===== src/rtl/note_detector.sv =====
// Square-wave tone decoder: measures the i_Note period, folds it into octave 4 and matches a semitone.
// Optional NOTE_DEBOUNCE_EN: publish a note only after two identical consecutive decodes.
module note_detector #(
  parameter int CLK_FREQ       = 50000000,
  parameter int TIMEOUT_CYCLES = CLK_FREQ / 16
) (
  input  logic       i_clk,
  input  logic       i_reset,
  input  logic       i_Note,
  output logic [8:0] o_NoteCode,
  output logic       o_Valid,
  output logic       o_Busy,
  output logic [2:0] o_State
);

  typedef enum logic [2:0] {
    IDLE      = 3'd0,
    MEASURE   = 3'd1,
    NORMALIZE = 3'd2,
    MATCH     = 3'd3,
    EMIT      = 3'd4
  } state_t;

  localparam logic [8:0] REST = 9'h111;
  localparam logic [1:0] DIR_NONE = 2'd0;
  localparam logic [1:0] DIR_L    = 2'd1;
  localparam logic [1:0] DIR_R    = 2'd2;

  // Octave-4 semitone periods in clock cycles, plus the neighbours that close the outer windows.
  localparam int P_B3  = $rtoi(CLK_FREQ / 246.94);
  localparam int P_C4  = $rtoi(CLK_FREQ / 261.63);
  localparam int P_CS4 = $rtoi(CLK_FREQ / 277.18);
  localparam int P_D4  = $rtoi(CLK_FREQ / 293.66);
  localparam int P_DS4 = $rtoi(CLK_FREQ / 311.13);
  localparam int P_E4  = $rtoi(CLK_FREQ / 329.63);
  localparam int P_F4  = $rtoi(CLK_FREQ / 349.23);
  localparam int P_FS4 = $rtoi(CLK_FREQ / 369.99);
  localparam int P_G4  = $rtoi(CLK_FREQ / 392.00);
  localparam int P_GS4 = $rtoi(CLK_FREQ / 415.30);
  localparam int P_A4  = $rtoi(CLK_FREQ / 440.00);
  localparam int P_AS4 = $rtoi(CLK_FREQ / 466.16);
  localparam int P_B4  = $rtoi(CLK_FREQ / 493.88);
  localparam int P_C5  = $rtoi(CLK_FREQ / 523.25);

  localparam logic [31:0] WIN_LO = 32'((P_B4 + P_C5) / 2);
  localparam logic [31:0] WIN_HI = 32'((P_B3 + P_C4) / 2);
  localparam logic [31:0] TO_LIM = 32'(TIMEOUT_CYCLES);

  // Lower edge of each semitone window; periods shrink as the index rises.
  function automatic logic [31:0] lower_bound(input logic [3:0] i);
    case (i)
      4'd0:    return 32'((P_C4  + P_CS4) / 2);
      4'd1:    return 32'((P_CS4 + P_D4)  / 2);
      4'd2:    return 32'((P_D4  + P_DS4) / 2);
      4'd3:    return 32'((P_DS4 + P_E4)  / 2);
      4'd4:    return 32'((P_E4  + P_F4)  / 2);
      4'd5:    return 32'((P_F4  + P_FS4) / 2);
      4'd6:    return 32'((P_FS4 + P_G4)  / 2);
      4'd7:    return 32'((P_G4  + P_GS4) / 2);
      4'd8:    return 32'((P_GS4 + P_A4)  / 2);
      4'd9:    return 32'((P_A4  + P_AS4) / 2);
      4'd10:   return 32'((P_AS4 + P_B4)  / 2);
      default: return WIN_LO;
    endcase
  endfunction

  function automatic logic [4:0] semi_code(input logic [3:0] i);
    case (i)
      4'd0:    return 5'h0C;
      4'd1:    return 5'h1C;
      4'd2:    return 5'h0D;
      4'd3:    return 5'h1D;
      4'd4:    return 5'h0E;
      4'd5:    return 5'h0F;
      4'd6:    return 5'h1F;
      4'd7:    return 5'h00;
      4'd8:    return 5'h10;
      4'd9:    return 5'h0A;
      4'd10:   return 5'h1A;
      default: return 5'h0B;
    endcase
  endfunction

  state_t      state_q;
  logic [2:0]  sync_q;
  logic [31:0] cnt_q, cnt_d;
  logic [31:0] per_q;
  logic [3:0]  oct_q;
  logic [3:0]  idx_q;
  logic [1:0]  dir_q;
  logic [8:0]  res_q;
  logic        to_q;
  logic [8:0]  code_q;
  logic        valid_q;
  logic        rise;
  logic [31:0] lb_cur;
  logic        commit;
`ifdef NOTE_DEBOUNCE_EN
  logic [8:0]  last_q;
`endif

  assign rise = sync_q[1] & ~sync_q[2];

  // The period counter runs in every state but IDLE so edges during decode start the next period.
  always_comb begin
    cnt_d  = cnt_q + 32'd1;
    lb_cur = lower_bound(idx_q);
    if (state_q == IDLE) cnt_d = rise ? 32'd1 : 32'd0;
    else if (rise)       cnt_d = 32'd1;
  end

`ifdef NOTE_DEBOUNCE_EN
  // Silence bypasses the repeat requirement: a timeout is already a sustained condition.
  assign commit = (to_q || (res_q == last_q)) && (res_q != code_q);
`else
  assign commit = 1'b1;
`endif

  always_ff @(posedge i_clk) begin
    if (i_reset) begin
      state_q <= IDLE;
      sync_q  <= 3'b000;
      cnt_q   <= 32'd0;
      per_q   <= 32'd0;
      oct_q   <= 4'd4;
      idx_q   <= 4'd0;
      dir_q   <= DIR_NONE;
      res_q   <= REST;
      to_q    <= 1'b0;
      code_q  <= REST;
      valid_q <= 1'b0;
`ifdef NOTE_DEBOUNCE_EN
      last_q  <= REST;
`endif
    end else begin
      sync_q  <= {sync_q[1], sync_q[0], i_Note};
      cnt_q   <= cnt_d;
      valid_q <= 1'b0;
      case (state_q)
        IDLE: if (rise) state_q <= MEASURE;
        MEASURE: begin
          if (rise) begin
            if (cnt_q >= 32'd2) begin
              per_q   <= cnt_q;
              oct_q   <= 4'd4;
              dir_q   <= DIR_NONE;
              state_q <= NORMALIZE;
            end
          end else if (cnt_q >= TO_LIM) begin
            res_q   <= REST;
            to_q    <= 1'b1;
            state_q <= EMIT;
          end
        end
        NORMALIZE: begin
          // dir_q stops a period sitting in a truncation gap from bouncing between octaves.
          if (per_q < WIN_LO && dir_q != DIR_R) begin
            if (oct_q == 4'd9) begin
              res_q   <= REST;
              to_q    <= 1'b0;
              state_q <= EMIT;
            end else begin
              per_q <= per_q << 1;
              oct_q <= oct_q + 4'd1;
              dir_q <= DIR_L;
            end
          end else if (per_q > WIN_HI && dir_q != DIR_L) begin
            if (oct_q == 4'd0) begin
              res_q   <= REST;
              to_q    <= 1'b0;
              state_q <= EMIT;
            end else begin
              per_q <= per_q >> 1;
              oct_q <= oct_q - 4'd1;
              dir_q <= DIR_R;
            end
          end else begin
            idx_q   <= 4'd0;
            state_q <= MATCH;
          end
        end
        MATCH: begin
          if (per_q >= lb_cur || idx_q == 4'd11) begin
            res_q   <= {semi_code(idx_q), oct_q};
            to_q    <= 1'b0;
            state_q <= EMIT;
          end else begin
            idx_q <= idx_q + 4'd1;
          end
        end
        EMIT: begin
          if (commit) begin
            code_q  <= res_q;
            valid_q <= 1'b1;
          end
`ifdef NOTE_DEBOUNCE_EN
          last_q <= res_q;
`endif
          state_q <= to_q ? IDLE : MEASURE;
        end
        default: state_q <= IDLE;
      endcase
    end
  end

  assign o_NoteCode = code_q;
  assign o_Valid    = valid_q;
  assign o_Busy     = (state_q == NORMALIZE) || (state_q == MATCH);
  assign o_State    = state_q;

endmodule


===== config.mk =====
export PLATFORM = sky130hd
export DESIGN_NAME = note_detector
export DESIGN_NICKNAME = d
export VERILOG_FILES = /design/src/rtl/note_detector.sv
export SDC_FILE = /design/constraint.sdc
export NUM_CORES = 1
export LEC_CHECK = 0
export BUFFER_PORTS_ARGS = -buffer_cell sky130_fd_sc_hd__buf_2
export CORE_MARGIN = 5
export CORE_UTILIZATION = 50
export CTS_CLUSTER_DIAMETER = 30
export DETAILED_ROUTE_END_ITERATION = 8
export GPL_TIMING_DRIVEN = 0
export HOLD_SLACK_MARGIN = 0.05
export PLACE_DENSITY = 0.78
export SKIP_LAST_GASP = 1
export SYNTH_ARGS = -nofsm -noshare
export SYNTH_HDL_FRONTEND = slang
export SYNTH_SLANG_ARGS = --single-unit

===== constraint.sdc =====
create_clock -name i_clk -period 3.4 [get_ports i_clk]
set_input_delay 0.34 -clock i_clk [delete_from_list [all_inputs] [get_ports i_clk]]
set_output_delay 0.34 -clock i_clk [all_outputs]
set_load 0.02 [all_outputs]

After elaboration in Yosys (flattened, before gate mapping):

Memory sizes are Yosys's and may differ from the RTL's. A register that Yosys moved wholly into a read port is not among the register bits.
Cells that the tools add are included.

* bits in registers: 100
* ROM bits: 368
* input port bits: 3
* output and inout bits: 14
* logic and storage cells: 122
* memories: 2

* add/sub/neg operators: 4
* magnitude comparators: 5
* equal/unequal tests: 25
* mux-type cells: 60
* bitwise operators: 2
* reductions and logical operators: 13

Memories
* (name not given): depth 16, width 18, read ports 1, clocked after Yosys merged registers in 1, write ports 0, line 51 `case (i)`
* (name not given): depth 16, width 5, read ports 1, clocked after Yosys merged registers in 1, write ports 0, line 68 `case (i)`

Operators by type and width (number)
* $mux 32: 8
* $pmux 32 s2: 1
* $mux 9: 7
* $mux 4: 13
* $add 32x1->32 const B: 1
* $ge 32x2->1 const B: 1
* $ge 32x22->1 const B: 1
* $ge 32x32->1: 1
* $gt 32x18->1 const B: 1
* $lt 32x17->1 const B: 1
* $mux 3: 9
* $pmux 9 s3: 1
* $ne 3x3->1 const B: 7
* $ne 2x2->1 const B: 10
* $pmux 4 s2: 2
* $pmux 3 s5: 1
* $mux 2: 6
* $reduce_and 6->1: 2
* $mux 1: 10
* $add 4x1->4 const B: 2
* $eq 4x4->1 const B: 2
* $reduce_and 7->1: 1
* $eq 3x2->1 const B: 2
* $logic_not 4->1: 1
* other kinds (15): 18

Depth between registers and ports, before layout:

Gate-level depths: netlist of run 1.

* depth after elaboration: 7
* depth in mapped cells: 13

Worst setup path after synthesis of run 1:

No wires, ideal clock.

* path type: register -> register
* from: register state_q[1], in the netlist o_State[1]
* to: register, netlist name lb_cur[10]
* setup time: 0.117 ns
* data arrival time: 3.016 ns
* data required time: 3.283 ns
* path slack: 0.267 ns
* stages on the path, launching flop included: 12
* clock period less this slack: 3.133 ns
* cell sequence: dfxtp_1 > nor2b_1 > and2_1 > clkbuf_1 > and4_4 > nand2b_4 > mux2i_4 > inv_1 > ha_1 > inv_1 > mux2i_1 > o2bb2ai_1

* longest elaborated chain between the ends: 5
* elaborated cells on any way between the ends: 10
* classes of those cells: eq/ne: 5; mux: 3; reduce/logical: 2

Ends and longest elaborated chain
* start, declared: line 84 `state_t state_q;`
* start signal, assigned: line 199 `state_q <= to_q ? IDLE : MEASURE;`
* $eq 3x2->1: line 139 `case (state_q)`
* $ne 2x2->1 (no source line) or $reduce_bool 2->1 (tied branches)
* $reduce_and 4->1 (no source line)
* $mux 4 (no source line) (*) (2 in series)

Mark *: on every way between the ends. The rest lies on a longest branch, timed or not.
A chain may end at the register's enable or synchronous reset.

Worst setup path after layout of run 1:

* from: register per_q[26]
* to: register, netlist name lb_cur[10]

* longest elaborated chain between the ends: 6
* elaborated cells on any way between the ends: 12
* classes of those cells: order compare: 3; eq/ne: 3; mux: 2; reduce/logical: 4

Ends and longest elaborated chain
* start, declared: line 87 `logic [31:0] per_q;`
* start signal, assigned: line 144 `per_q <= cnt_q;`
* start signal, assigned: line 163 `per_q <= per_q << 1;`
* start signal, assigned: line 173 `per_q <= per_q >> 1;`
* $ge 32x32->1, or another cell as far along: line 183 `if (per_q >= lb_cur || idx_q == 4'd11) begin`
* $logic_or 1x1->1, or another cell as far along: line 183
* $ne 2x2->1 (no source line)
* $reduce_and 4->1 (no source line) (*)
* $mux 4 (no source line) (*) (2 in series)

Marks and branches as above.

==> flow_metrics.env, run 1 <==
export IMPL_outcome="completed"
export IMPL_ys_seq_elements=122
export IMPL_track_usage=0.212
export IMPL_p_per_area_mw_per_mm2=444
export IMPL_fin_util=0.577
export IMPL_yosysMostFrequentCell="dfxtp_1"
export IMPL_crit_type="flip-flop to flip-flop"
export IMPL_wl_um=15200
export IMPL_slew_viol_final=0
export IMPL_cp_arrival_ns=3.53
export IMPL_htreeDepth=4
export IMPL_avgSynthCellArea_um2=8.11
export IMPL_yosysTopAreaCellShare=0.386
export IMPL_min_path_type="input port to flip-flop"
export IMPL_period_needed_ns=3.21
export IMPL_rows=41
export IMPL_clockBufferDepth=2
export IMPL_antenna_left=0
export IMPL_syn_area_mm2=0.00633
export IMPL_maxCapViolCount=0
export IMPL_hold_depth=2
export IMPL_wl_per_cell_um=15.1
export IMPL_p_leak_uw=0.00277
export IMPL_antenna_found_initial=0
export IMPL_grt_max_degree=17
export IMPL_die_width_um=123
export IMPL_reg2reg_from="per_q[26]"
export IMPL_drive_gt1_frac=0.103
export IMPL_tightest_slew_ns=0.705
export IMPL_diodes=0
export IMPL_dp_slack_ns=-0.121
export IMPL_clock_skew_ns=0.00767
export IMPL_hpwl_um=11000
export IMPL_worst_setup_path_end_kind="flip-flop"
export IMPL_nets=853
export IMPL_start_util=0.506
export IMPL_r2r_end="lb_cur[10]"
export IMPL_coreArea_mm2=0.0125
export IMPL_synth_largest_area_cell="dfxtp_1"
export IMPL_vias_per_cell=5.59
export IMPL_start_kind="flip-flop"
export IMPL_gp_congestion=0.878
export IMPL_synthArstFlopShare=0
export IMPL_synthTopCellsByArea="dfxtp_1 (39%), nand2_1 (6.9%), ha_1 (6.5%)"
export IMPL_worst_slack_ns=0.191
export IMPL_worstRegToRegCells=11
export IMPL_path_max_fanout=7
export IMPL_syn_to_final_growth_pct=14.0
export IMPL_portBuffers=15
export IMPL_relSlewSlack=0.518
export IMPL_hold_end="sync_q[0]"
export IMPL_clk_pin_slew_ns=0.05
export IMPL_peakVddDrop_uv=327
export IMPL_drt_pre_antenna_iters=5
export IMPL_synth_cell_types=66
export IMPL_grt_first_pass_wirelength_um=25400
export IMPL_drt_iter0_markers=498
export IMPL_clock_sinks=122
export IMPL_fmax_mhz=312
export IMPL_io_pins=17
export IMPL_hold_slack_ns=0.132
export IMPL_drc_errors=0
export IMPL_hp_start="i_Note"
export IMPL_first_global_vias=5286
export IMPL_syn_nets=818
export IMPL_die_height_um=123
export IMPL_die_area_mm2=0.0150
export IMPL_cts_root_buf="clkbuf_16"
export IMPL_vias=5594
export IMPL_clock_latency_ns=0.42
export IMPL_synth_cells=781
export IMPL_fin_crit_sh=0.944
export IMPL_synthFlopType="dfxtp_1"
export IMPL_yosys_warnings=0
export IMPL_cp_required_ns=3.73
export IMPL_hold_violations=0
export IMPL_setup_violations=0
export IMPL_rrSetupSlack_ns=0.19
export IMPL_synth_enable_flop_cells=0
export IMPL_ys_seq_area_frac=0.386
export IMPL_cts_tree="built"
export IMPL_cts_made_buffers=17
export IMPL_overflow=0
export IMPL_rsz0062_at_grt="yes"
export IMPL_synth_common_cells="dfxtp_1 (122), nand2_1 (116), nor2_1 (106), a21oi_1 (59), inv_1 (34)"
-- worst max-delay path by stage --
stage | from | to | slack [ns] | cells past startpoint
floorplan | o_State[1] | lb_cur[10] | 0.27 | 11
global placement | per_q[26] | lb_cur[10] | -0.12 | 11
detailed placement | per_q[26] | lb_cur[10] | -0.12 | 11
CTS | per_q[26] | oct_q[3] | 0.03 | 12
global route | per_q[0] | lb_cur[10] | -0.006 | 13
finish | per_q[26] | lb_cur[10] | 0.19 | 11
-- state kept, by name (all words and copies together), names as in the netlist, named ones only --
register    cells
idx_q           4
sync_q          3
o_NoteCode      9
o_Valid         1
oct_q           4
cnt_q          32
lb_cur         18
res_q           9
o_State         3
to_q            1
dir_q           2
per_q          32
-- cell usage in the layout (no fill, tap or decap), types with 17 or more instances in the layout --
cell       synthesis  layout
a21oi_1           59      59
nand2_1          116     116
nor2_1           106     106
dfxtp_1          122     121
ha_1              33      32
nand3_1           30      30
clkbuf_16          0      17
xor2_1            19      19
mux2i_1           18      18
inv_1             34      32
clkbuf_1          28      31
buf_2             11      26
-- what timing repair did --
item,4_1_cts,5_1_grt
setup buffers,2,0
setup endpoints to repair,6,20
pin swaps,1,0
resized for setup,0,6
hold buffers,0,0
-- critical path: stages, from the launching register on --
cell and delay (ns):
dfxtp_1 0.33, nor4_1 0.36, nand4_1 0.25, or4_4 0.63
and4_4 0.27, nand2b_4 0.18, mux2i_4 0.21, inv_2 0.10
ha_2 0.39, inv_1 0.10, mux2i_1 0.13, o2bb2ai_1 0.15
-- per-stage QoR --
step | instance area [µm²] | setup TNS, ns | total power (µW) | std cells
global route | 7220 | -0.00640 | 3310 | 1001
CTS | 7210 | 0 | 3230 | 1002
detailed placement | 6620 | -0.354 | 1500 | 968
finish | 7220 | 0 | 3210 | 1001
global placement | 6620 | -0.320 | 1500 | 968
floorplan | 6330 | 0 | 1490 | 781
-- kinds of logic after synthesis --
logic type                 synth area share
AOI/OAI and AO/OA                     0.154
xor gates and xnor gates             0.0401
adders and majority gates            0.0684
buffers and inverters                0.0537
DFF                                   0.386
muxes                                0.0409
and+or+nand+nor                       0.257
-- metal layers --
metal  part of all wire  global-route usage  vias up
met5                  0                   0        -
met3              0.049              0.0535       28
li1                   -                   -     2791
met1               0.46               0.266     2624
met4              0.017              0.0763        0
met2               0.47               0.353      151
-- layout make-up --
cell class                      instances  area, µm²
Buffer                                 43        201
Clock buffer                           24        482
Clock inverter                          8       92.6
Fill cell                            1158       5300
Inverter                               36        135
Multi-Input combinational cell        579       3560
Sequential cell                       122       2440
Tap cell                              172        215
Timing Repair Buffer                   17       90.1
-- report_power, final --
part / total (µW) / switching, µW / leakage [µW] / internal [µW]
clock network: 1740 / 610 / 0.000284 / 1130
logic: 33.3 / 23.9 / 0.00150 / 9.43
registers: 1440 / 2.11 / 0.000984 / 1430
No activity file was read; power rests on OpenSTA's default activity.
==> run 2, diff against run 1 <==
Settings changed: CTS_BUF_LIST from default to sky130_fd_sc_hd__clkbuf_8, SLEW_MARGIN from default to 5.
==> run 2 against run 1 <==
Against the previous run: core utilization is 1.5 points lower; critical path depth is 1 higher; global-route usage is 0.082 points lower; count of clock-buffer cells in the layout is 4 lower; critical endpoint unchanged; largest cell class unchanged; largest power group is now registers.
==> flow_metrics.env, run 2 (synthesis results as in run 1) <==
export IMPL_die_width_um=123
export IMPL_slowest_stage="o32a_4"
export IMPL_htreeDepth=4
export IMPL_antenna_left=0
export IMPL_path_max_fanout=8
export IMPL_cp_common_cell="inv_1"
export IMPL_hold_violations=0
export IMPL_io_pins=17
export IMPL_grt_first_pass_wirelength_um=25100
export IMPL_wl_per_cell_um=14.9
export IMPL_fillers=1191
export IMPL_crit_type="flip-flop to flip-flop"
export IMPL_period_needed_ns=3.27
export IMPL_syn_to_final_growth_pct=11.1
export IMPL_clock_skew_ns=0.0101
export IMPL_rsz0062_at_grt="yes"
export IMPL_overflow=0
export IMPL_drc_errors=0
export IMPL_tightest_slew_ns=0.678
export IMPL_final_common_cell="dfxtp_1"
export IMPL_p_leak_uw=0.00270
export IMPL_final_cell_mix="dfxtp_1 (121), nand2_1 (116), nor2_1 (106)"
export IMPL_drt_pre_antenna_iters=6
export IMPL_setup_violations=0
export IMPL_relSlewSlack=0.536
export IMPL_rows=41
export IMPL_p_per_area_mw_per_mm2=385
export IMPL_clk_pin_slew_ns=0.07
export IMPL_dp_cells=968
export IMPL_fmax_mhz=305
export IMPL_die_area_mm2=0.0150
export IMPL_final_cells=1001
export IMPL_gp_congestion=0.878
export IMPL_grt_max_degree=17
export IMPL_antenna_found_initial=0
export IMPL_coreArea_mm2=0.0125
export IMPL_fin_crit_sh=0.963
export IMPL_maxCapViolCount=0
export IMPL_cp_required_ns=3.75
export IMPL_nets=853
export IMPL_worst_setup_path_end_kind="flip-flop"
export IMPL_vias_per_cell=5.58
export IMPL_cp_arrival_ns=3.63
export IMPL_start_util=0.506
export IMPL_vias=5583
export IMPL_drive_gt1_frac=0.103
export IMPL_cts_tree="built"
export IMPL_clock_latency_ns=0.45
export IMPL_start_kind="flip-flop"
export IMPL_first_global_vias=5307
export IMPL_fin_util=0.562
export IMPL_clock_sinks=122
export IMPL_min_path_type="input port to flip-flop"
export IMPL_slew_viol_final=0
export IMPL_cp_cell_sequence="ha_1, a21o_1, a211oi_1, nand4b_1, o32a_4, nand2b_4, mux2i_4, inv_1, ha_2, inv_1, mux2i_1, o2bb2ai_1"
export IMPL_clockBufferDepth=2
export IMPL_track_usage=0.211
export IMPL_hpwl_um=11000
export IMPL_peakVddDrop_uv=194
export IMPL_critPathMaxStageDelay_ns=0.46
export IMPL_cts_root_buf="clkbuf_8"
export IMPL_portBuffers=15
export IMPL_hold_slack_ns=0.102
export IMPL_cts_made_buffers=17
export IMPL_drt_iter0_markers=530
export IMPL_wl_um=14900
export IMPL_outcome="completed"
export IMPL_diodes=0
export IMPL_die_height_um=123
==> run 2: changes by cell type in the layout (fill, tap and decap cells not counted), sizes merged <==
cell	delta
inv	+4
clkbuf	-4
==> run 2: cell type report <==
cell class / instances / area, µm² / share of cell area
buffer: 43 / 201 / 0.0286
clock buffer: 20 / 275 / 0.0391
clock inverter: 12 / 108 / 0.0153
inverter: 36 / 135 / 0.0192
multi-input combinational: 579 / 3570 / 0.507
sequential: 122 / 2440 / 0.347
tap: 172 / 215 / 0.0306
timing repair buffer: 17 / 90.1 / 0.0128
==> run 2: critical path: cells and delay by family, from the launching register on <==
| family | cells | cell delay, ns |
|---|---|---|
| AO/OA/AOI/OAI | 4 | 1.08 |
| adder cells (fa/ha/maj) | 2 | 0.70 |
| flip-flops | 1 | 0.45 |
| multiplexers | 2 | 0.39 |
| AND/OR/NAND/NOR | 2 | 0.30 |
| buffers and inverters | 2 | 0.25 |
==> run 2: final timing paths <==
check,cells past startpoint,slack (ns),start,end
setup reg to reg,12,0.13,per_q[17],lb_cur[10]
hold / removal,2,0.10,i_Note,sync_q[0]
setup / recovery,12,0.13,per_q[17],lb_cur[10]
hold reg to reg,2,0.44,flip-flop,res_q[5]
==> run 2: routing by layer <==
metal	vias up	global-route usage	routed length, µm
met5	-	0	0
met2	127	0.346	6990
met3	37	0.0571	714
li1	2786	-	-
met1	2633	0.261	6890
met4	0	0.0938	354
==> run 2: stage by stage <==
stage          setup WS [ns]  total power, µW  instance area [µm²]  TNS [ns]
2_1_floorplan          0.267             1490                 6330         0
3_3_place_gp          -0.118             1500                 6620    -0.320
3_5_place_dp          -0.121             1500                 6620    -0.354
4_1_cts               0.0517             2730                 7020         0
5_1_grt              -0.0342             2800                 7030   -0.0342
6_report               0.126             2700                 7030         0
==> run 2: what timing repair did <==
| item | in CTS | in global routing |
|---|---|---|
| setup buffers | 2 | 0 |
| gates resized for setup | 0 | 6 |
| hold buffers | 0 | 0 |
| setup endpoints to repair | 7 | 20 |
| gates cloned | 0 | 0 |
| pin swaps | 1 | 1 |
==> run 2: power by group <==
part	internal, µW	switching [µW]
combinational	9.43	23.6
clock	691	548
sequential	1430	2.12
==> run 3, diff against run 2 <==
Settings changed: ABC_AREA from default to 1, CTS_BUF_LIST sky130_fd_sc_hd__clkbuf_8 to default.
==> run 3 against run 2 <==
Against the previous run: maximum frequency grew 7.0%; register-to-register slack gained 0.21 ns; non-clock buffer count shrank 12; largest power group is now combinational logic; total power grew to 2.5 times the previous value; cell count grew 12%; via count grew 8.8%; critical path depth grew 10; setup slack gained 0.21 ns; final area grew 4.9%; count of clock-buffer cells in the layout shrank 1; clock skew shrank 0.0069 ns.
==> flow_metrics.env, run 3 <==
export IMPL_cts_resized=0
export IMPL_crit_cells=22
export IMPL_die_height_um=123
export IMPL_reg2reg_from="per_q[7]"
export IMPL_worst_setup_path_end_kind="flip-flop"
export IMPL_placed_cell_area_mm2=0.00674
export IMPL_start_util=0.510
export IMPL_drive_gt1_frac=0.103
export IMPL_clock_latency_ns=0.41
export IMPL_yosysMostFrequentCell="nand2_1"
export IMPL_min_path_type="input port to flip-flop"
export IMPL_tightest_slew_ns=0.632
export IMPL_cp_common_cell="nand2_1"
export IMPL_period_needed_ns=3.06
export IMPL_nets=970
export IMPL_cts_root_buf="clkbuf_16"
export IMPL_final_common_cell="nand2_1"
export IMPL_rrSetupSlack_ns=0.34
export IMPL_gp_congestion=0.901
export IMPL_hold_end="sync_q[0]"
export IMPL_fmax_mhz=327
export IMPL_die_width_um=123
export IMPL_maxCapViolCount=0
export IMPL_drc_errors=0
export IMPL_clockBufferDepth=2
export IMPL_cp_top_family="simple AND/OR/NAND/NOR gates"
export IMPL_final_cell_mix="nand2_1 (167), inv_1 (126), dfxtp_1 (122)"
export IMPL_fin_area_mm2=0.00738
export IMPL_p_per_area_mw_per_mm2=930
export IMPL_synth_simple_area_share=0.270
export IMPL_synth_enable_flop_cells=0
export IMPL_hold_buffers=0
export IMPL_avgSynthCellArea_um2=7.17
export IMPL_synth_common_cells="nand2_1 (167), inv_1 (126), dfxtp_1 (122), nor2_1 (86), a21oi_1 (78)"
export IMPL_antenna_left=0
export IMPL_rows=41
export IMPL_final_cells=1118
export IMPL_antenna_found_initial=0
export IMPL_crit_type="flip-flop to flip-flop"
export IMPL_grt_max_degree=17
export IMPL_overflow=0
export IMPL_yosysTopAreaCellShare=0.379
export IMPL_setup_violations=0
export IMPL_hpwl_um=11100
export IMPL_coreArea_mm2=0.0126
export IMPL_syn_nets=935
export IMPL_timing_critical_path_buf_inv=3
export IMPL_rsz0062_at_grt="no"
export IMPL_io_pins=17
export IMPL_hold_depth=3
export IMPL_cp_cell_sequence="ha_1, nand2_1, inv_1, nand2_1, nor2_1, nor2_1, nand2_1, nand2_1, nand2_1, nand2_1, nand2_1, nand2_1, nand2_2, buf_6, nand3b_1, nand3_1, ha_1, inv_1, nand3_1, nand2_1, nor2_1, nor2_1"
export IMPL_post_cts_buffers=0
export IMPL_cts_made_buffers=17
export IMPL_hp_start="i_Note"
export IMPL_ys_seq_elements=122
export IMPL_die_area_mm2=0.0152
export IMPL_diodes=0
export IMPL_grt_first_pass_wirelength_um=26800
export IMPL_synthTopCellsByArea="dfxtp_1 (38%), nand2_1 (9.7%), inv_1 (7.3%)"
export IMPL_synth_fa_ha_area_frac=0.0672
export IMPL_wl_per_cell_um=14.0
export IMPL_vias_per_cell=5.43
export IMPL_synth_compound_area_frac=0.170
export IMPL_syn_to_final_growth_pct=14.6
export IMPL_critPathMaxStageDelay_ns=0.48
export IMPL_clock_skew_ns=0.00318
export IMPL_synthFlopType="dfxtp_1"
export IMPL_dp_cells=1086
export IMPL_path_max_fanout=11
export IMPL_synth_xor_area_share=0.00680
export IMPL_fin_crit_sh=0.900
export IMPL_drt_pre_antenna_iters=5
export IMPL_cp_required_ns=3.70
export IMPL_synthMuxAreaShare=0
export IMPL_syn_area_mm2=0.00644
export IMPL_worstRegToRegCells=22
export IMPL_wl_um=15700
export IMPL_setup_tns_ns=0
export IMPL_htreeDepth=4
export IMPL_clock_sinks=122
export IMPL_synth_cell_types=49
export IMPL_p_leak_uw=0.00321
export IMPL_yosys_warnings=0
export IMPL_ys_seq_area_frac=0.379
export IMPL_slowest_stage="ha_1"
export IMPL_cp_arrival_ns=3.36
export IMPL_start_kind="flip-flop"
export IMPL_synthArstFlopShare=0
export IMPL_synth_largest_area_cell="dfxtp_1"
export IMPL_clk_pin_slew_ns=0.06
export IMPL_portBuffers=16
export IMPL_drt_iter0_markers=445
export IMPL_slew_viol_final=0
export IMPL_outcome="completed"
export IMPL_relSlewSlack=0.579
export IMPL_hold_violations=0
export IMPL_synth_top_family_by_area="simple AND/OR/NAND/NOR gates"
export IMPL_r2r_end="lb_cur[6]"
export IMPL_synth_cells=898
export IMPL_first_global_vias=5717
export IMPL_peakVddDrop_uv=581
export IMPL_track_usage=0.220
export IMPL_cts_tree="built"
export IMPL_vias=6074
run 3: cell types whose count changed after synthesis, moves of 10 or more:
cell / delta
nand2_1: +51
o21ai_0: +45
nand3_1: +17
mux2i_1: -18
clkbuf_1: -13
a311oi_1: -14
o221ai_1: +15
a21oi_1: +19
nor2_1: -20
inv_1: +92
nor3_1: +20
nand2b_1: -10
xor2_1: -16
run 3: cell families after synthesis:
group / after synthesis
fa+ha+maj: 34
xor+xnor: 5
flops: 122
simple gates: 380
buf+inv: 166
compound gates: 191
run 3: area by class of cell:
class	instances	area (µm²)
plain buffers	32	183
clock buffers	19	453
clock inverters	13	193
fillers	1163	5240
inverters	134	504
multi-input cells	610	3310
flip-flops and latches	122	2440
well taps	172	215
repair buffers	16	80.1
run 3: worst max-delay path by stage:
stage / start / to / slack, ns
3_5_place_dp: per_q[7] / lb_cur[13] / 0.38
5_1_grt: per_q[7] / lb_cur[13] / 0.05
6_report: per_q[7] / lb_cur[6] / 0.34
4_1_cts: per_q[7] / lb_cur[13] / 0.33
3_3_place_gp: per_q[7] / lb_cur[13] / 0.41
2_1_floorplan: o_State[1] / lb_cur[13] / 0.82
run 3: report_power, final:
| part | internal, µW | switching [µW] |
|---|---|---|
| clock | 1270 | 668 |
| sequential | 1770 | 260 |
| combinational | 980 | 1920 |
| total | 4020 | 2840 |
run 3: worst register-to-register path, stage by stage (launching register included):
cell      delay [ns]
dfxtp_1         0.40
ha_1            0.27
nand2_1         0.07
inv_1           0.04
nand2_1         0.07
nor2_1          0.05
nor2_1          0.08
nand2_1         0.05
nand2_1         0.05
nand2_1         0.07
nand2_1         0.07
nand2_1         0.05
nand2_1         0.07
nand2_2         0.07
buf_6           0.15
nand3b_1        0.08
nand3_1         0.38
ha_1            0.48
inv_1           0.05
nand3_1         0.12
nand2_1         0.11
nor2_1          0.11
nor2_1          0.05
run 3: per-stage QoR:
| stage | worst slack [ns] | hold WS, ns | util | power, µW |
|---|---|---|---|---|
| after global placement | 0.411 | 0.395 | 0.534 | 4820 |
| final | 0.339 | 0.138 | 0.585 | 6870 |
| after floorplan | 0.822 | 0.388 | - | 4180 |
| after detailed placement | 0.385 | 0.399 | 0.534 | 4890 |
| after CTS | 0.325 | 0.125 | 0.585 | 6870 |
| after global routing | 0.0530 | 0.151 | 0.585 | 7380 |
run 3: routing by layer:
layer | vias to the layer above | track usage | part of all wire | routed length [µm]
met4 | 0 | 0.0706 | 0.017 | 270
met2 | 190 | 0.363 | 0.48 | 7450
met5 | - | 0 | 0 | 0
li1 | 3048 | - | - | -
met3 | 28 | 0.0416 | 0.050 | 784
met1 | 2808 | 0.292 | 0.46 | 7170
